File: config.mk
export PLATFORM = sky130hd
export DESIGN_NAME = ctrl_cnt_grp_seq_flat
export DESIGN_NICKNAME = d
export VERILOG_FILES = /design/src/rtl/ctrl_pkg.sv /design/src/rtl/ctrl_cnt_grp_seq_if.sv /design/src/rtl/ctrl_wrap_cnt.sv /design/src/rtl/ctrl_cnt_grp_seq.sv /design/src/flat_wrapper.sv
export SDC_FILE = /design/constraint.sdc
export NUM_CORES = 1
export LEC_CHECK = 0
export CAP_MARGIN = 40
export CORE_AREA = 5 5 62 64
export DETAILED_ROUTE_END_ITERATION = 16
export DIE_AREA = 0 0 67 69
export GPL_TIMING_DRIVEN = 0
export PLACE_DENSITY = 0.83
export SETUP_SLACK_MARGIN = 0.4
export SLEW_MARGIN = 20
export SYNTH_ARGS = -nofsm -noshare
export SYNTH_HDL_FRONTEND = slang
export SYNTH_SLANG_ARGS = --single-unit
File: constraint.sdc
create_clock -name clk -period 4.4 [get_ports clk]
set_clock_uncertainty 0.2 [all_clocks]
set_input_delay 0.88 -clock clk [delete_from_list [all_inputs] [get_ports clk]]
set_output_delay 0.88 -clock clk [all_outputs]
set_load 0.02 [all_outputs]
File: src/rtl/ctrl_pkg.sv
// Shared types and constants for the filter-group sequencer.
// Imported by the top level and the testbench.
package ctrl_pkg;

  typedef enum logic [1:0] {
    IDLE = 2'd0,
    RUN  = 2'd1,
    DONE = 2'd2
  } grp_state_t;

  localparam logic MODE_CYCLIC  = 1'b0;
  localparam logic MODE_ONESHOT = 1'b1;

endpackage

File: src/rtl/ctrl_cnt_grp_seq_if.sv
// Control/status bundle between the DP_CTRL FSM and the group sequencer.
// master drives config and strobes; slave is the sequencer.
interface ctrl_cnt_grp_seq_if #(
  parameter int N_GRP  = 4,
  parameter int PASS_W = 8
);
  localparam int SEL_W = $clog2(N_GRP);
  localparam int CNT_W = $clog2(N_GRP + 1);

  logic              cnt_clear;
  logic              cnt_load;
  logic [CNT_W-1:0]  max_val;
  logic [PASS_W-1:0] max_pass;
  logic              mode;
  logic              valid_in;
  logic [SEL_W-1:0]  sel_mux;
  logic              remW;
  logic              last_grp;
  logic [PASS_W-1:0] pass_cnt;
  logic              busy;
  logic              done;
  logic              cfg_err;

  modport master (
    output cnt_clear, cnt_load, max_val,
    output max_pass, mode, valid_in,
    input  sel_mux, remW, last_grp,
    input  pass_cnt, busy, done, cfg_err
  );

  modport slave (
    input  cnt_clear, cnt_load, max_val,
    input  max_pass, mode, valid_in,
    output sel_mux, remW, last_grp,
    output pass_cnt, busy, done, cfg_err
  );

endinterface

File: src/rtl/ctrl_wrap_cnt.sv
// Up-counter that returns to BASE after reaching a runtime top value.
// wrap flags the enabled step taken at top; wrap_en=0 lets it count past.
module ctrl_wrap_cnt #(
  parameter int           W    = 4,
  parameter logic [W-1:0] BASE = '0
) (
  input  logic         clk,
  input  logic         rst_n,
  input  logic         clear,
  input  logic         load,
  input  logic         en,
  input  logic         wrap_en,
  input  logic [W-1:0] top,
  output logic [W-1:0] cnt,
  output logic         wrap
);

  assign wrap = en && (cnt >= top);

  always_ff @(posedge clk or negedge rst_n) begin
    if (!rst_n) begin
      cnt <= BASE;
    end else if (clear || load) begin
      cnt <= BASE;
    end else if (en) begin
      cnt <= (wrap && wrap_en) ? BASE : cnt + W'(1);
    end
  end

endmodule

File: src/rtl/ctrl_cnt_grp_seq.sv
// Filter-group sequencer: steps the AC2/AC3 mux select per valid strobe,
// counts passes, and reports remaining-groups, last-group and done status.
import ctrl_pkg::*;

module ctrl_cnt_grp_seq #(
  parameter int N_GRP  = 4,
  parameter int PASS_W = 8
) (
  input  logic               clk,
  input  logic               rst_n,
  ctrl_cnt_grp_seq_if.slave  bus
);

  localparam int SEL_W = $clog2(N_GRP);
  localparam int CNT_W = $clog2(N_GRP + 1);
  localparam logic [CNT_W-1:0] N_GRP_C = CNT_W'(N_GRP);

  grp_state_t        state;
  logic [CNT_W-1:0]  max_q;
  logic [CNT_W-1:0]  idx;
  logic [PASS_W-1:0] max_pass_q;
  logic [PASS_W-1:0] pass_cnt;
  logic [PASS_W-1:0] pass_top;
  logic              mode_q;
  logic              remw_q;
  logic              last_q;
  logic              done_q;
  logic              err_q;
  logic              grp_en;
  logic              grp_wrap;
  logic              pass_wrap;
  logic              clamp;
  logic              idx_ok;

  assign grp_en = (state == RUN) && bus.valid_in
               && !bus.cnt_clear && !bus.cnt_load;

  // max_pass of 0 gives top = all ones, i.e. a period of 2^PASS_W
  assign pass_top = max_pass_q - PASS_W'(1);

  assign clamp = (bus.max_val == '0)
              || (bus.max_val > N_GRP_C);

  ctrl_wrap_cnt #(
    .W    (CNT_W),
    .BASE (CNT_W'(1))
  ) u_grp (
    .clk     (clk),
    .rst_n   (rst_n),
    .clear   (bus.cnt_clear),
    .load    (bus.cnt_load),
    .en      (grp_en),
    .wrap_en (1'b1),
    .top     (max_q),
    .cnt     (idx),
    .wrap    (grp_wrap)
  );

  // one-shot runs count up to max_pass and hold there
  ctrl_wrap_cnt #(
    .W    (PASS_W),
    .BASE ('0)
  ) u_pass (
    .clk     (clk),
    .rst_n   (rst_n),
    .clear   (bus.cnt_clear),
    .load    (bus.cnt_load),
    .en      (grp_wrap),
    .wrap_en (mode_q == MODE_CYCLIC),
    .top     (pass_top),
    .cnt     (pass_cnt),
    .wrap    (pass_wrap)
  );

  always_ff @(posedge clk or negedge rst_n) begin
    if (!rst_n) begin
      state      <= IDLE;
      max_q      <= '0;
      max_pass_q <= '0;
      mode_q     <= MODE_CYCLIC;
      remw_q     <= 1'b1;
      last_q     <= 1'b0;
      done_q     <= 1'b0;
      err_q      <= 1'b0;
    end else if (bus.cnt_clear) begin
      state      <= IDLE;
      max_q      <= '0;
      max_pass_q <= '0;
      mode_q     <= MODE_CYCLIC;
      remw_q     <= 1'b1;
      last_q     <= 1'b0;
      done_q     <= 1'b0;
      err_q      <= 1'b0;
    end else if (bus.cnt_load) begin
      state      <= RUN;
      max_q      <= clamp ? N_GRP_C : bus.max_val;
      max_pass_q <= bus.max_pass;
      mode_q     <= bus.mode;
      remw_q     <= 1'b1;
      last_q     <= 1'b0;
      done_q     <= 1'b0;
      err_q      <= clamp;
    end else begin
      remw_q <= (idx != max_q);
      last_q <= grp_wrap;
      unique case (1'b1)
        (state == RUN): begin
          if (grp_wrap && pass_wrap
              && mode_q == MODE_ONESHOT) begin
            state  <= DONE;
            done_q <= 1'b1;
          end
        end
        default: ;
      endcase
    end
  end

  assign idx_ok = (idx != '0) && (idx <= N_GRP_C);

  assign bus.sel_mux  = idx_ok ? SEL_W'(idx - CNT_W'(1))
                               : '0;
  assign bus.remW     = remw_q;
  assign bus.last_grp = last_q;
  assign bus.pass_cnt = pass_cnt;
  assign bus.busy     = (state == RUN);
  assign bus.done     = done_q;
  assign bus.cfg_err  = err_q;

endmodule

File: src/flat_wrapper.sv
// flat-port wrapper written by rule: the top's interface ports become plain ports
module ctrl_cnt_grp_seq_flat 
#(
  parameter int N_GRP  = 4,
  parameter int PASS_W = 8
)
  (clk, rst_n, bus_cnt_clear, bus_cnt_load, bus_max_val, bus_max_pass, bus_mode, bus_valid_in, bus_sel_mux, bus_remW, bus_last_grp, bus_pass_cnt, bus_busy, bus_done, bus_cfg_err);
  ctrl_cnt_grp_seq_if #(.N_GRP(N_GRP), .PASS_W(PASS_W)) bus_i ();
  input  logic clk;
  input  logic rst_n;
  input wire logic [$bits(bus_i.cnt_clear)-1:0] bus_cnt_clear;
  input wire logic [$bits(bus_i.cnt_load)-1:0] bus_cnt_load;
  input wire logic [$bits(bus_i.max_val)-1:0] bus_max_val;
  input wire logic [$bits(bus_i.max_pass)-1:0] bus_max_pass;
  input wire logic [$bits(bus_i.mode)-1:0] bus_mode;
  input wire logic [$bits(bus_i.valid_in)-1:0] bus_valid_in;
  output wire logic [$bits(bus_i.sel_mux)-1:0] bus_sel_mux;
  output wire logic [$bits(bus_i.remW)-1:0] bus_remW;
  output wire logic [$bits(bus_i.last_grp)-1:0] bus_last_grp;
  output wire logic [$bits(bus_i.pass_cnt)-1:0] bus_pass_cnt;
  output wire logic [$bits(bus_i.busy)-1:0] bus_busy;
  output wire logic [$bits(bus_i.done)-1:0] bus_done;
  output wire logic [$bits(bus_i.cfg_err)-1:0] bus_cfg_err;
  assign bus_i.cnt_clear = bus_cnt_clear;
  assign bus_i.cnt_load = bus_cnt_load;
  assign bus_i.max_val = bus_max_val;
  assign bus_i.max_pass = bus_max_pass;
  assign bus_i.mode = bus_mode;
  assign bus_i.valid_in = bus_valid_in;
  assign bus_sel_mux = bus_i.sel_mux;
  assign bus_remW = bus_i.remW;
  assign bus_last_grp = bus_i.last_grp;
  assign bus_pass_cnt = bus_i.pass_cnt;
  assign bus_busy = bus_i.busy;
  assign bus_done = bus_i.done;
  assign bus_cfg_err = bus_i.cfg_err;
  ctrl_cnt_grp_seq #(.N_GRP(N_GRP), .PASS_W(PASS_W)) u_core (.clk(clk), .rst_n(rst_n), .bus(bus_i));
endmodule
* Yosys cells after proc, flatten, opt, wreduce, memory -nomap -nowiden
Cells that the tools add are included.
** Storage, ports and cells
- Logic and storage cells :: 70
- Register bits :: 29
- Bits of input ports :: 17
- Output and inout bits :: 15
** Cells by class
- Equal/unequal tests :: 2
- Bitwise operators :: 1
- Add/subtract/negate cells :: 4
- Reductions and logical operators :: 21
- Order comparisons :: 4
- Mux-type cells :: 28
** Operators by type and width (count)
- 8-bit 2-to-1 mux :: 5
- 3-bit 2-to-1 mux :: 6
- 1-bit 2-to-1 mux :: 12
- 2-bit 2-to-1 mux :: 5
- 1-bit logical AND :: 9
- 3-bit nonzero test :: 3
- 8-bit by 1-bit adder with 8-bit output, second input constant :: 1
- 8-bit greater-or-equal comparator :: 1
- 8-bit by 1-bit subtractor with 8-bit output, second input constant :: 1
- 2-bit nonzero test :: 3
- 3-bit by 1-bit adder with 3-bit output, second input constant :: 1
- 3-bit greater-or-equal comparator :: 1
- 3-bit greater-than comparator, second input constant :: 1
- 3-bit <= comparator, second input constant :: 1
- 3-bit zero test :: 1
- 3-bit inequality test :: 1
- 2-bit by 1-bit == test with 1-bit output, second input constant :: 1
- 1-bit zero test :: 2
- 1-bit logical OR :: 2
- 2-bit AND reduction :: 1
- 2-bit by 1-bit subtractor with 2-bit output, second input constant :: 1
- 1-bit inverter :: 1

* Depth between registers and ports, before layout
Gate-level depths: netlist of run 1.
- Depth after elaboration :: 12
- Gate-level depth with buffers :: 12
- Mapped depth without buffers :: 11

* Modules after synthesis
From an unflattened synthesis of run 1, not the netlist that was laid out.
** Second synthesis, totals
- Cell total of the unflattened synthesis :: 191
- Area total of the unflattened synthesis :: 1819.2 um^2
** Modules (own cells, without submodules)
- ctrl_cnt_grp_seq :: sequential area each 426.7 um^2, area each 919.6 um^2, cells an instance 91, times used 1
- ctrl_wrap_cnt (u_core.u_pass) :: sequential area each 200.2 um^2, area each 618.1 um^2, cells an instance 70, times used 1
- ctrl_wrap_cnt (u_core.u_grp) :: sequential area each 76.3 um^2, area each 281.5 um^2, cells an instance 30, times used 1

* Worst setup path before layout of run 1
No wires, ideal clock.
- Path type :: reg2reg
- Start :: register u_core.max_pass_q[5]
- End :: register u_core.u_pass.cnt[4]
- Arrival :: 2559 ps
- Period minus slack after synthesis :: 2841 ps
- Path slack :: 1559 ps
- Path buffers :: 1
- Stages on the path, launching flop included :: 11
- Library setup time :: 82 ps
- Required time :: 4118 ps
- Cells stage by stage :: dfrtp_1 > or4_1 > nor4_1 > xnor2_1 > ha_1 > and4_1 > and2_2 > a32oi_4 > buf_6 > nand3_1 > a31oi_1
** Between the ends
- Cells in the longest elaborated chain, start to end :: 7
** RTL lines
- from (decl) :: RTL line ctrl_cnt_grp_seq.sv:21 : logic [PASS_W-1:0] max_pass_q;
- from (signal assigned) :: RTL line ctrl_cnt_grp_seq.sv:97 : max_pass_q <= bus.max_pass;
- 8-bit by 1-bit subtractor with 8-bit output :: RTL line ctrl_cnt_grp_seq.sv:39 : assign pass_top = max_pass_q - PASS_W'(1);
- 8-bit greater-or-equal comparator :: RTL line ctrl_wrap_cnt.sv:18 : assign wrap = en && (cnt >= top);
- 1-bit logical AND :: RTL line ctrl_wrap_cnt.sv:18
- 1-bit logical AND :: RTL line ctrl_wrap_cnt.sv:26 : cnt <= (wrap && wrap_en) ? BASE : cnt + W'(1);
- 8-bit 2-to-1 mux :: RTL line ctrl_wrap_cnt.sv:26
- 8-bit 2-to-1 mux :: RTL line ctrl_wrap_cnt.sv:25 : end else if (en) begin
- 8-bit 2-to-1 mux :: RTL line ctrl_wrap_cnt.sv:23 : end else if (clear || load) begin
- to (signal assigned) :: RTL line ctrl_wrap_cnt.sv:26
- to (decl) :: RTL line ctrl_wrap_cnt.sv:14 : output logic [W-1:0] cnt,
Every way passes these cells. The select of a mux whose other input is x is not followed.
A chain may end at the register's enable or synchronous reset.

* Worst setup path after layout of run 1
- Start :: register u_core.u_grp.cnt[0]
- End :: output port bus_sel_mux[0]
** Between the ends
- Cells in the longest elaborated chain, start to end :: 3
- Elaborated cells on any way between the ends :: 5
- Classes of those cells :: 1 x add/sub; 1 x order compare; 1 x mux; 2 x reduce/logical
** RTL lines
- from (decl) :: RTL line ctrl_wrap_cnt.sv:14
- from (signal assigned) :: RTL line ctrl_wrap_cnt.sv:26
- 3-bit <= comparator or 3-bit nonzero test (tied branches) :: RTL line ctrl_cnt_grp_seq.sv:119 : assign idx_ok = (idx != '0) && (idx <= N_GRP_C);
- 1-bit logical AND :: RTL line ctrl_cnt_grp_seq.sv:119
- 2-bit 2-to-1 mux * :: RTL line ctrl_cnt_grp_seq.sv:121 : assign bus.sel_mux = idx_ok ? SEL_W'(idx - CNT_W'(1))
- to (decl) :: RTL line flat_wrapper.sv:17 : output wire logic [$bits(bus_i.sel_mux)-1:0] bus_sel_mux;
Mark *: on every way between the ends. The rest lies on a longest branch, timed or not.

==> results_tabular.tex, run 1 <==
\begin{tabular}{lr}
\hline
Metric & Value \\
\hline
\multicolumn{2}{l}{\textbf{Placed design}} \\
Buffers added on ports & 30 \\
Number of placed cells counting well taps & 263 \\
Weighted congestion reported at the end of routability-driven placement & 0.8220 \\
Post-DP HPWL & 2631 µm \\
\multicolumn{2}{l}{\textbf{Logic synthesis}} \\
Number of flip-flops and latches in the synthesized netlist & 28 \\
Post-Syn Area per Cell & 9.274 µm² \\
Combinational family with the most area after synthesis & simple AND/OR/NAND/NOR gates \\
Total of warnings raised by yosys & 0 \\
Commonest register cell after synthesis & sky130\_fd\_sc\_hd\_\_dfrtp\_1 \\
Async SR Flop Fraction & 1.000 \\
Multiplexer fraction of the synthesized cell area & 0.05772 \\
Area fraction in and, or, nand and nor cells after synthesis & 0.2302 \\
Gate count of the mapped netlist & 187 \\
Largest cells by area after synthesis & sky130\_fd\_sc\_hd\_\_dfrtp\_1, sky130\_fd\_sc\_hd\_\_ha\_1, sky130\_fd\_sc\_hd\_\_mux2i\_1 \\
Net count of the mapped netlist & 220 \\
Fraction of the mapped netlist area in compound gates & 0.1104 \\
Top cell type by total area after synthesis & sky130\_fd\_sc\_hd\_\_dfrtp\_1 \\
Top cell type's share of synthesized area & 0.3752 \\
Adder-cell share of the synthesized area & 0.1154 \\
Netlist cell types & 46 \\
XOR/XNOR Fraction of Synth Area & 0.03535 \\
Number of enable-type register cells in the synthesized netlist & 0 \\
Summed instance area of the synthesized netlist & 1734 µm² \\
Share of the yosys chip area belonging to registers & 0.4055 \\
\multicolumn{2}{l}{\textbf{Drt}} \\
Number of nets with antenna violations after routing & 0 \\
Number of vias per cell & 5.184 \\
Length of routed met3 wiring & 129 µm \\
Average wire per cell in the routed design & 12.86 µm \\
Top metal layer carrying routed signals & met4 \\
Final wirelength & 3434 µm \\
Remaining DRCs & 0 \\
Length of routed wiring on met1 & 1621 µm \\
Amount of wire on met2 after detailed routing & 1654 µm \\
Routed vias & 1384 \\
Number of optimization iterations in the first detailed-route pass & 4 \\
DRT iter0 DRCs & 78 \\
\multicolumn{2}{l}{\textbf{Clocking}} \\
TritonCTS clock tree & yes \\
Root buffer cell & sky130\_fd\_sc\_hd\_\_clkbuf\_4 \\
Number of CTS-inserted buffers & 3 \\
Clock transition time at the flip-flop clock pins of the worst setup and hold paths & 0.16 ns \\
H-tree depth & 1 \\
Worst-skew pair later-pin latency & 0.33 ns \\
Buffer count from post-CTS setup fixing & 0 \\
Sinks on Clock Net & 28 \\
PostCTS Resize Cnt & 0 \\
Deepest clock path buffer count & 2 \\
Hold buffers post-CTS & 0 \\
\multicolumn{2}{l}{\textbf{Worst setup path}} \\
Cell depth of the worst flop-to-flop path & 10 \\
Slowest CP cell & sky130\_fd\_sc\_hd\_\_dfstp\_2 \\
Crit path launch type & flop \\
Endpoint kind of the worst setup timing path & primary output \\
Crit path largest cell delay & 0.60 ns \\
Max FO, Critical Path & 5 \\
Endpoint arrival time on the critical path & 2.05 ns \\
Crit path kind & flop to primary output \\
Crit path required time & 3.32 ns \\
Cell chain of the critical path & inv\_1, ha\_1, xor2\_1, nor2\_1, clkdlybuf4s50\_1 \\
\multicolumn{2}{l}{\textbf{Timing}} \\
Max-slew violations & 0 \\
Final Critical Period & 3.128 ns \\
Maximum achievable frequency & 319.6 MHz \\
Final Hold Viols & 0 \\
Number of endpoints failing setup at the final stage & 0 \\
Setup TNS & 0 ns \\
Relative max-transition margin & 0.5833 \\
Slew at the pin with the worst max-slew slack & 0.6250 ns \\
Period utilization & 0.7110 \\
RSZ-0062 raised after global routing & false \\
\multicolumn{2}{l}{\textbf{Power and ir drop}} \\
IR Drop Worst-Case VDD & 0.0001503 V \\
Total power & 0.5393 mW \\
Leakage power figure & 0.9574 nW \\
Power density over cell area & 252.1 nW/µm² \\
\multicolumn{2}{l}{\textbf{Die}} \\
Core Rows & 21 \\
X dimension of the die & 67 µm \\
Die Y & 69 µm \\
Core Region & 3232 µm² \\
Initial core utilization & 0.5366 \\
Total die area & 4623 µm² \\
IO Pins & 32 \\
\multicolumn{2}{l}{\textbf{GRT}} \\
Vias in the first global route & 1349 \\
Sum of overflow across all layers after global routing & 0 \\
Total Routing Usage GR & 0.1575 \\
First-pass GRT wire length & 5940 µm \\
Initial antenna violation count & 0 \\
Pin count of the biggest net entering global routing & 29 \\
\multicolumn{2}{l}{\textbf{Layout}} \\
Area added between synthesis and finish & 23.38\% \\
Number of antenna repair diodes & 0 \\
Nets & 255 \\
Fill count & 276 \\
Final standard cell count with taps included and fillers excluded & 267 \\
Final standard cell utilization of the core & 0.6620 \\
Fraction of layout cells with a size suffix above 1 & 0.07692 \\
\multicolumn{2}{l}{\textbf{Status}} \\
Result of the run & finished clean \\
\multicolumn{2}{l}{\textbf{Min path}} \\
Worst hold path type & input pin to asynchronous set/reset pin \\
\multicolumn{2}{l}{\textbf{Job}} \\
Maxcap violations & 0 \\
\hline
\end{tabular}
## critical path, delay by kind of cell, from the launching register on
kind          cells  cell delay [ns]
buf+inv           2             0.68
flops             1             0.60
fa+ha+maj         1             0.20
xor+xnor          1             0.15
simple gates      1             0.09
## report_power, final
group / leakage [nW] / switching (mW) / internal [mW]
sequential: 0.374 / 0.00760 / 0.266
clock: 0.0279 / 0.0785 / 0.0922
combinational: 0.556 / 0.0489 / 0.0465
## layout by cell type (no fill, tap or decap), drive strengths merged, types with 2 or more instances in the layout
master / netlist / layout
nor2: 22 / 22
nand3: 16 / 16
a21oi: 9 / 9
o21ai: 4 / 4
xor2: 2 / 2
mux2i: 10 / 10
clkbuf: 2 / 5
nor3: 3 / 3
or2: 4 / 4
and2: 2 / 2
xnor2: 5 / 5
a31oi: 8 / 8
dfstp: 2 / 2
dfrtp: 26 / 26
nand2: 19 / 19
clkdlybuf4s50: 0 / 29
buf: 4 / 5
nand4b: 2 / 2
ha: 16 / 16
inv: 11 / 11
nand2b: 3 / 3
## cell type report
| cell class | instances | area, µm² | share of cell area |
|---|---|---|---|
| repair buffers | 30 | 295.3 | 0.1380 |
| plain buffers | 6 | 32.53 | 0.01520 |
| clock inverters | 1 | 30.03 | 0.01404 |
| multi-input cells | 141 | 952.2 | 0.4450 |
| clock buffers | 3 | 22.52 | 0.01053 |
| flip-flops and latches | 28 | 703.2 | 0.3287 |
| well taps | 46 | 57.56 | 0.02690 |
| inverters | 12 | 46.29 | 0.02164 |
## final timing paths
kind	from	endpoint	slack (ns)
setup / recovery	u_core.u_grp.cnt[0]	bus_sel_mux[0]	1.27
setup reg to reg	u_core.max_pass_q[5]	u_core.u_pass.cnt[5]	1.34
min in group clk	u_core.max_q[1]	u_core.max_q[1]	0.34
hold reg to reg	u_core.max_q[1]	u_core.max_q[1]	0.34
hold / removal	rst_n	u_core.max_pass_q[7]	0.34
max in group asynchronous	rst_n	u_core.max_pass_q[5]	3.26
## logic make-up after synthesis
logic type,Yosys count
AND/OR/NAND/NOR,80
AO/OA/AOI/OAI,28
flip-flops,28
buffers and inverters,18
adder cells (fa/ha/maj),16
multiplexers,10
XOR/XNOR,7
## sequential cells by signal, summed over array words and instances, names as in the netlist
signal and count:
u_core.bus.cfg_err 1, u_core.u_pass.cnt 8, u_core.state 2, u_core.bus.remW 1, u_core.max_pass_q 8, u_core.bus.last_grp 1
u_core.u_grp.cnt 3, u_core.max_q 3, u_core.mode_q 1
## cell usage after synthesis (all sizes together), types with 2 or more instances
library cell and count:
a21oi 9, nand2 19, inv 11, a31oi 8
nor3 3, buf 4, nor2 22, and2 2
dfstp 2, nand2b 3, nand3 16, clkbuf 2
dfrtp 26, nand4b 2, xnor2 5, ha 16
xor2 2, o21ai 4, or2 4, mux2i 10
## per-layer routing
layer,global-route usage,vias up
met5,0,-
met4,0.04054,0
met3,0.02110,4
met2,0.2555,24
met1,0.2179,636
li1,-,720
## metrics by stage
stage          worst slack (ns)  hold slack, ns  instance area, µm²
2_1_floorplan             1.559          0.2802                1734
3_3_place_gp              1.394          0.2953                2092
3_5_place_dp              1.354          0.3032                2087
4_1_cts                   1.249          0.3399                2140
5_1_grt                   1.130          0.3637                2140
6_report                  1.272          0.3352                2140
Power figures use the tool's default switching activity.
==> inputs of run 2 (changes only) <==
--- a/config.mk
+++ b/config.mk
@@ -6,11 +6,11 @@
 export NUM_CORES = 1
 export LEC_CHECK = 0
 export CAP_MARGIN = 40
-export CORE_AREA = 5 5 62 64
+export CORE_AREA = 5 5 64 66
 export DETAILED_ROUTE_END_ITERATION = 16
-export DIE_AREA = 0 0 67 69
+export DIE_AREA = 0 0 69 71
 export GPL_TIMING_DRIVEN = 0
-export PLACE_DENSITY = 0.83
+export PLACE_DENSITY = 0.78
 export SETUP_SLACK_MARGIN = 0.4
 export SLEW_MARGIN = 20
 export SYNTH_ARGS = -nofsm -noshare
==> constraint.sdc (replaced) <==
create_clock -name clk -period 2.9 [get_ports clk]
set_clock_uncertainty 0.2 [all_clocks]
set_input_delay 0.58 -clock clk [delete_from_list [all_inputs] [get_ports clk]]
set_output_delay 0.58 -clock clk [all_outputs]
set_load 0.02 [all_outputs]
==> run 2 against run 1 <==
Net effect: critical endpoint is now u_core.u_pass.cnt[5]; routed wire length is 8.3% higher; global-route usage decreased by 0.069 points; flip-flop and latch count unchanged; sequential share of layout area down 0.97 points; utilization down 3.6 points; sequential power is 52% higher; combinational power is 65% higher; cell area is 3.0% higher.
==> results_tabular.tex, run 2 (synthesis results as in run 1) <==
\begin{tabular}{lr}
\hline
Metric & Value \\
\hline
\multicolumn{2}{l}{\textbf{Timing}} \\
Final worst setup slack & 0.1047 ns (-1.167 ns) \\
Setup TNS & 0 ns (unchanged) \\
Worst hold margin & 0.03069 ns (-0.3045 ns) \\
Relative max-transition margin & 0.5801 (-0.003195) \\
Slew at the pin with the worst max-slew slack & 0.6298 ns (+0.004792 ns) \\
Final Hold Viols & 0 (unchanged) \\
Period utilization & 0.9639 \\
RSZ-0062 raised after global routing & true \\
Number of endpoints failing setup at the final stage & 0 (unchanged) \\
Max-slew violations & 0 (unchanged) \\
Final Critical Period & 2.795 ns \\
Maximum achievable frequency & 357.7 MHz \\
\multicolumn{2}{l}{\textbf{Die}} \\
Total die area & 4899 µm² (+6.0\%) \\
IO Pins & 32 (unchanged) \\
Core Rows & 22 (+4.8\%) \\
Initial core utilization & 0.4922 (-0.04440) \\
X dimension of the die & 69 µm (+3.0\%) \\
Die Y & 71 µm (+2.9\%) \\
Core Region & 3523 µm² (+9.0\%) \\
\multicolumn{2}{l}{\textbf{Placed design}} \\
Weighted congestion reported at the end of routability-driven placement & 0.8099 (-1.5\%) \\
Buffers added on ports & 30 (unchanged) \\
Post-DP HPWL & 2797 µm (+6.3\%) \\
Setup WS pre-CTS & -0.05765 ns (-1.412 ns) \\
\multicolumn{2}{l}{\textbf{Drt}} \\
Final wirelength & 3719 µm (+8.3\%) \\
Number of nets with antenna violations after routing & 0 (unchanged) \\
Average wire per cell in the routed design & 13.57 µm (+5.5\%) \\
Routed vias & 1447 (+4.6\%) \\
DRT iter0 DRCs & 67 (-14\%) \\
Number of vias per cell & 5.281 (+1.9\%) \\
Remaining DRCs & 0 (unchanged) \\
Number of optimization iterations in the first detailed-route pass & 4 (unchanged) \\
\multicolumn{2}{l}{\textbf{Power and ir drop}} \\
Part of the power in registers & 0.496 (-0.011) \\
Sw Pwr & 0.2153 mW (+60\%) \\
IR Drop Worst-Case VDD & 0.0002531 V (+68\%) \\
Leakage power figure & 0.9930 nW (+3.7\%) \\
Relative contribution of the clock network to total power & 0.315 (about the same) \\
Power density over cell area & 379.1 nW/µm² (+50\%) \\
Part of the power in combinational logic & 0.188 (+0.011) \\
Int Pwr & 0.6205 mW (+53\%) \\
Switching share of power & 0.2576 (+0.007336) \\
\multicolumn{2}{l}{\textbf{Layout}} \\
Number of antenna repair diodes & 0 (unchanged) \\
Highest-count cells in the layout ignoring fill and taps & sky130\_fd\_sc\_hd\_\_clkdlybuf4s50\_1, sky130\_fd\_sc\_hd\_\_dfrtp\_1, sky130\_fd\_sc\_hd\_\_nor2\_1, sky130\_fd\_sc\_hd\_\_nand2\_1, sky130\_fd\_sc\_hd\_\_ha\_1 \\
Fraction of layout cells with a size suffix above 1 & 0.1283 (+0.05140) \\
Most frequent standard cell in the layout excluding fill and tap cells & sky130\_fd\_sc\_hd\_\_clkdlybuf4s50\_1 \\
Nets & 260 (+2.0\%) \\
Area added between synthesis and finish & 27.13\% \\
Largest registers & u\_core.max\_pass\_q: 8 flops, u\_core.u\_pass.cnt: 8 flops \\
Final standard cell utilization of the core & 0.6257 (-0.03631) \\
\multicolumn{2}{l}{\textbf{Worst setup path}} \\
R2R Path Start & u\_core.max\_pass\_q[4] \\
Cell chain of the critical path & or4\_4, nor4\_4, xnor2\_1, ha\_1, and4\_1, and2\_4, a32oi\_4, buf\_6, nand3\_2, a31oi\_1 \\
Crit path required time & 2.98 ns (-0.34 ns) \\
End of the worst register-to-register path & u\_core.u\_pass.cnt[5] \\
Worst reg-to-reg setup slack & 0.10 ns (-1.24 ns) \\
Endpoint arrival time on the critical path & 2.87 ns (+0.82 ns) \\
Endpoint kind of the worst setup timing path & flop \\
Cell type group with the largest total delay on the critical path & simple AND/OR/NAND/NOR gates \\
Max FO, Critical Path & 5 (unchanged) \\
Slowest CP cell & sky130\_fd\_sc\_hd\_\_or4\_4 \\
Cell depth of the worst flop-to-flop path & 10 (unchanged) \\
Buffers and inverters on the worst path & 1 (-1) \\
Crit path kind & flop to flop \\
Crit path largest cell delay & 0.56 ns (-0.04 ns) \\
Crit path launch type & flop \\
\multicolumn{2}{l}{\textbf{GRT}} \\
Vias in the first global route & 1460 (+8.2\%) \\
Total Routing Usage GR & 0.1568 (-0.0006854) \\
Initial antenna violation count & 0 (unchanged) \\
First-pass GRT wire length & 6410 µm (+7.9\%) \\
Sum of overflow across all layers after global routing & 0 (unchanged) \\
Pin count of the biggest net entering global routing & 29 (unchanged) \\
\multicolumn{2}{l}{\textbf{Min path}} \\
Worst hold path type & input pin to asynchronous set/reset pin \\
\multicolumn{2}{l}{\textbf{Clocking}} \\
Sinks on Clock Net & 28 (unchanged) \\
Worst-skew pair later-pin latency & 0.34 ns (about the same) \\
Root buffer cell & sky130\_fd\_sc\_hd\_\_clkbuf\_4 \\
Clock transition time at the flip-flop clock pins of the worst setup and hold paths & 0.15 ns (about the same) \\
Hold buffers post-CTS & 0 (unchanged) \\
Number of CTS-inserted buffers & 3 (unchanged) \\
TritonCTS clock tree & yes \\
H-tree depth & 1 (unchanged) \\
Deepest clock path buffer count & 2 (unchanged) \\
\multicolumn{2}{l}{\textbf{Status}} \\
Result of the run & finished clean \\
\multicolumn{2}{l}{\textbf{Job}} \\
Maxcap violations & 0 (unchanged) \\
\hline
\end{tabular}
## run 2: changes by cell type in the layout (fill, tap and decap cells not counted), sizes merged
cell           previous run  this run
buf                       5        12
clkdlybuf4s50            29        27
## run 2: final cells by class
cell class | count | area (µm²)
fill | 322 | 1319
clock buffer | 3 | 22.52
multi-input combinational | 141 | 983.4
timing repair buffer | 35 | 326.6
clock inverter | 1 | 30.03
tap | 48 | 60.06
sequential | 28 | 703.2
inverter | 12 | 46.29
buffer | 6 | 32.53
## run 2: worst max-delay path by stage
| stage | from | to | slack [ns] | depth (start not counted) |
|---|---|---|---|---|
| 4_1_cts | u_core.max_pass_q[4] | u_core.u_pass.cnt[5] | 0.07 | 10 |
| 3_5_place_dp | u_core.max_pass_q[3] | u_core.u_pass.cnt[5] | -0.06 | 10 |
| 6_report | u_core.max_pass_q[4] | u_core.u_pass.cnt[5] | 0.10 | 10 |
| 2_1_floorplan | u_core.max_pass_q[3] | u_core.u_pass.cnt[5] | 0.12 | 10 |
| 5_1_grt | u_core.max_pass_q[4] | u_core.u_pass.cnt[5] | -0.02 | 10 |
| 3_3_place_gp | u_core.max_pass_q[3] | u_core.u_pass.cnt[5] | -0.06 | 10 |
## run 2: per-stage QoR
stage	power [mW]	cells	instance area [µm²]
final	0.8358	274	2205
after global routing	0.8783	274	2205
after CTS	0.8471	274	2211
after detailed placement	0.5781	265	2113
after global placement	0.5729	265	2118
after floorplan	0.5205	187	1758
## run 2: worst reg2reg max path, stage by stage (launching register included)
cell                      delay [ns]
sky130_fd_sc_hd__dfrtp_1        0.41
sky130_fd_sc_hd__or4_4          0.56
sky130_fd_sc_hd__nor4_4         0.16
sky130_fd_sc_hd__xnor2_1        0.15
sky130_fd_sc_hd__ha_1           0.27
sky130_fd_sc_hd__and4_1         0.18
sky130_fd_sc_hd__and2_4         0.15
sky130_fd_sc_hd__a32oi_4        0.25
sky130_fd_sc_hd__buf_6          0.17
sky130_fd_sc_hd__nand3_2        0.07
sky130_fd_sc_hd__a31oi_1        0.17
## run 2: layer usage
metal	part of all wire	routed length, µm	up-vias	global-route usage
li1	-	-	730	-
met1	0.45	1690	681	0.1975
met2	0.48	1803	31	0.2669
met3	0.045	168	5	0.02557
met4	0.015	57	0	0.06508
met5	0	0	-	0
## run 2: power by group through the flow
stage	combinational [mW]	sequential (mW)	clock, mW
6_report	0.157	0.415	0.264
2_1_floorplan	0.0983	0.422	0
4_1_cts	0.160	0.415	0.272
3_5_place_dp	0.155	0.423	0
5_1_grt	0.176	0.417	0.286
3_3_place_gp	0.150	0.423	0
## run 2: repair_timing
action                                  in CTS  in global routing
endpoints found under the setup margin      12                 12
gates resized for setup                      8                  4
hold endpoints to repair                     0                  0
setup buffers                                4                  0
gates cloned                                 1                  0
pin swaps                                    8                  2
==> patch 1 (config.mk and constraints of run 2) <==
Re-encode `grp_state_t` (3 states) as one-hot, 3 bits wide.
--- a/src/rtl/ctrl_pkg.sv
+++ b/src/rtl/ctrl_pkg.sv
@@ -3,8 +3,8 @@
 package ctrl_pkg;
 
-  typedef enum logic [1:0] {
-    IDLE = 2'd0,
-    RUN  = 2'd1,
-    DONE = 2'd2
+  typedef enum logic [2:0] {
+    IDLE = 3'b001,
+    RUN  = 3'b010,
+    DONE = 3'b100
   } grp_state_t;
 
Behaviour: no difference found for any inputs over 10 cycles, from zero or initial values and one cycle with rst_n low; not proved beyond that.
==> patch 1 against run 2 <==
  * Via count is 1.5% higher
  * Global-route usage is 0.56 points lower
  * Area after synthesis is 1.9% higher
  * Setup slack better by 0.15 ns
  * Largest cell class unchanged
  * Routed wire length is 1.5% lower
  * Sequential cell count is 1 higher
  * Hold slack better by 0.026 ns
  * Power is 19% higher
  * Design area is 6.0% higher
  * First-iteration DRC count is 70% higher
==> patch 1: results (changes against run 2) <==
metric	value	unit	change
met3 WL	162	µm	-3.6%
Worst VDD drop	0.396	mV	+57%
multi-input gate count	143		+1.4%
layout filler cell count	333		+3.4%
status	completed		
GRT met1 Usage	0.195		-0.00247
XOR/XNOR share of the synthesized area	0.0347		-0.000651
clock network share of area	0.0439		+0.0201
All-Layer GR Usage	0.151		-0.00564
H-tree depth	2		+1
Final nets	266		+2.3%
WP data required	2.94	ns	-0.04 ns
Mapped Area	1770	µm²	+1.9%
metal1 wirelength	1660	µm	-1.5%
vias in the first global route	1356		-7.1%
Non-clock buffer share	0.162		-0.000591
leakage	1.12	nW	+13%
CP max FO	4		-1
top post-synthesis cells by area	dfrtp_1 (37%), ha_1 (11%), mux2i_1 (5.7%)		
Reg2Reg Depth	9		-1
Slew HR	0.576		-0.00418
largest net degree at the start of global routing	30		+3.4%
pre-CTS WS	0.142	ns	+0.200 ns
first-pass GRT wire length	6150	µm	-4.0%
met2 routed WL	1810	µm	+0.22%
hpwl dp	2660	µm	-5.0%
fraction of area in multi-input gates	0.438		-0.00795
Reg area	729	µm²	+3.7%
Synth Area in Compound Gates	0.122		+0.0114
Post-DP Area	2130	µm²	+0.59%
vias	1468		+1.5%
==> patch 1: what timing repair did <==
item	in CTS	in global routing
resized for setup	6	16
pin swaps	0	4
endpoints found under the setup margin	12	13
hold buffers	0	0
setup buffers	5	3
==> patch 1: metrics by stage <==
| stage | instances | util | total power, mW | hold WS [ns] |
|---|---|---|---|---|
| after floorplan | 189 | - | 0.528 | 0.0844 |
| after global placement | 266 | 0.605 | 0.577 | 0.312 |
| after detailed placement | 266 | 0.603 | 0.581 | 0.315 |
| after CTS | 279 | 0.646 | 1.00 | 0.0687 |
| after global routing | 282 | 0.663 | 1.05 | 0.0878 |
| final | 282 | 0.663 | 0.999 | 0.0563 |
==> patch 1: power by group <==
group / switching (mW) / internal [mW] / total (mW)
logic: 0.0784 / 0.0768 / 0.155
registers: 0.0119 / 0.418 / 0.430
clock network: 0.147 / 0.267 / 0.413
total: 0.237 / 0.762 / 0.999
==> patch 2 (settings of run 2) <==
Made on the original files. `N_GRP` is set to 4 in 3 places; all go to 2.
--- a/src/rtl/ctrl_cnt_grp_seq_if.sv
+++ b/src/rtl/ctrl_cnt_grp_seq_if.sv
@@ -2,5 +2,5 @@
 // master drives config and strobes; slave is the sequencer.
 interface ctrl_cnt_grp_seq_if #(
-  parameter int N_GRP  = 4,
+  parameter int N_GRP  = 2,
   parameter int PASS_W = 8
 );
--- a/src/rtl/ctrl_cnt_grp_seq.sv
+++ b/src/rtl/ctrl_cnt_grp_seq.sv
@@ -4,5 +4,5 @@
 
 module ctrl_cnt_grp_seq #(
-  parameter int N_GRP  = 4,
+  parameter int N_GRP  = 2,
   parameter int PASS_W = 8
 ) (
--- a/src/flat_wrapper.sv
+++ b/src/flat_wrapper.sv
@@ -2,5 +2,5 @@
 module ctrl_cnt_grp_seq_flat 
 #(
-  parameter int N_GRP  = 4,
+  parameter int N_GRP  = 2,
   parameter int PASS_W = 8
 )
Ports: changed (resized bus_max_val and bus_sel_mux); port bits go from 32 to 30. No check against the original RTL was run, so the function may have changed too.
==> patch 2 against run 2 <==
  * Design area down 7.1%
  * Hold slack worse by 0.019 ns
  * Critical path depth shrank 3
  * Sequential power down 6.5%
  * Area after synthesis decreased by 8.8%
  * Sequential cell count shrank 2
  * Synthesized cell count fell by 15%
  * Routed wire length down 11%
  * Highest routed layer unchanged
  * Setup slack gained 0.29 ns
  * Power shrank 5.6%
  * Die area unchanged
==> patch 2: results (changes against run 2) <==
metric	value	unit	change
first-pass GRT wire length	5690	µm	-11%
leakage	0.947	nW	-4.6%
CP max FO	6		+1
Post-DP Area	1920	µm²	-9.3%
Post-synth ARST share	1.00		unchanged
post-synth top area cell	dfrtp_1		
Hold Crit Class	primary input to asynchronous set/reset pin		
n_diodes	0		unchanged
vias	1276		-12%
synth cell count leaders	dfrtp_1 (24), nor2_1 (16), ha_1 (15), inv_1 (13), mux2i_1 (12)		
register area share after synthesis	0.413		+0.00749
Crit path arrival time	2.56	ns	-0.31 ns
slowest stage delay, CP	0.47	ns	-0.09 ns
clk slew on worst S/H paths	0.15	ns	about the same
Netlist cell types	39		-15%
GRT met1 Usage	0.174		-0.0232
top post-synthesis cells by area	dfrtp_1 (38%), ha_1 (12%), mux2i_1 (7.6%)		
# port buffers	28		-6.7%
H-tree depth	1		unchanged
hpwl dp	2490	µm	-11%
Clock Tree Buf Depth	2		unchanged
largest net degree at the start of global routing	27		-6.9%
layout cells sized above 1	0.138		+0.0101
Clk Latency, worst-skew pair	0.34	ns	about the same
layout filler cell count	333		+3.4%
GPL Wtd Cong	0.847		+4.5%
Worst VDD drop	0.191	mV	-25%
status	completed		
initial antenna violation count	0		unchanged
GR Layer Usage met2	0.234		-0.0328
Final nets	227		-13%
met3 Usage GRT	0.0256		unchanged
Regs by FF count	u_core.max_pass_q (8), u_core.u_pass.cnt (8)		
Mapped Nets	190		-14%
slowest CP cell	a2111o_1		
Synth Flop Type	dfrtp_1		
Clock Tree Root	clkbuf_4		
Slew HR	0.614		+0.0343
routed len/inst	13.6	µm	+0.24%
initial DRC count	80		+19%
CTS Buf Count	3		unchanged
YS warnings	0		unchanged
All-Layer GR Usage	0.138		-0.0183
First-pass DRT Iterations	6		+2
## patch 2: stage by stage
stage	util	std cells	setup WS, ns	power [mW]
4_1_cts	0.574	242	0.406	0.787
3_5_place_dp	0.544	235	0.227	0.528
6_report	0.581	243	0.396	0.789
3_3_place_gp	0.545	235	0.246	0.523
2_1_floorplan	-	159	0.536	0.475
5_1_grt	0.581	243	0.265	0.822
## patch 2: what timing repair did
action	in CTS	in global routing
endpoints found under the setup margin	10	11
pin swaps	2	0
buffers inserted	3	1
resized for setup	7	5
## patch 2: final cells by class
type                            count  area [µm²]  share of cell area
Timing Repair Buffer               32         307               0.150
Tap cell                           48        60.1              0.0293
Clock buffer                        3        22.5              0.0110
Sequential cell                    26         656               0.320
Clock inverter                      1        30.0              0.0147
Multi-Input combinational cell    116         903               0.441
Inverter                           13        48.8              0.0238
Buffer                              4        21.3              0.0104
## patch 2: logic make-up (layout without fill, tap and decap cells)
family,after synthesis,in the layout,share of synthesized area
compound gates,33,33,0.153
xor+xnor,6,6,0.0332
fa+ha+maj,15,15,0.119
buf+inv,17,53,0.0443
flops,26,26,0.413
mux,12,12,0.0760
simple gates,50,50,0.162
## patch 2: final timing paths
path	cells past startpoint	startpoint	slack, ns	endpoint
max	7	u_core.max_pass_q[0]	0.40	u_core.state[1]
min	1	rst_n	0.01	u_core.u_pass.cnt[7]
max reg2reg	7	u_core.max_pass_q[0]	0.40	u_core.state[1]
min reg2reg	2	u_core.bus.cfg_err	0.35	u_core.bus.cfg_err
max in group asynchronous	1	rst_n	2.08	u_core.max_pass_q[3]
min in group clk	2	u_core.bus.cfg_err	0.35	u_core.bus.cfg_err
## patch 2: power breakdown
part,switching (mW),total [mW],internal (mW)
sequential,0.0126,0.388,0.375
combinational,0.0739,0.143,0.0689
clock,0.118,0.258,0.140
## patch 2: worst max-delay path: cells and delay by family, from the launching register on
kind / cells / cell delay (ns)
AO/OA/AOI/OAI: 3 / 0.90
adder cells (fa/ha/maj): 2 / 0.59
flip-flops: 1 / 0.42
AND/OR/NAND/NOR: 1 / 0.22
buffers and inverters: 1 / 0.08
## patch 2: per-layer routing
layer	part of all wire	vias to the layer above	wire length [µm]
met5	0	-	0
met4	0.014	0	46
met3	0.057	5	189
met2	0.49	39	1600
met1	0.44	589	1470
li1	-	643	-
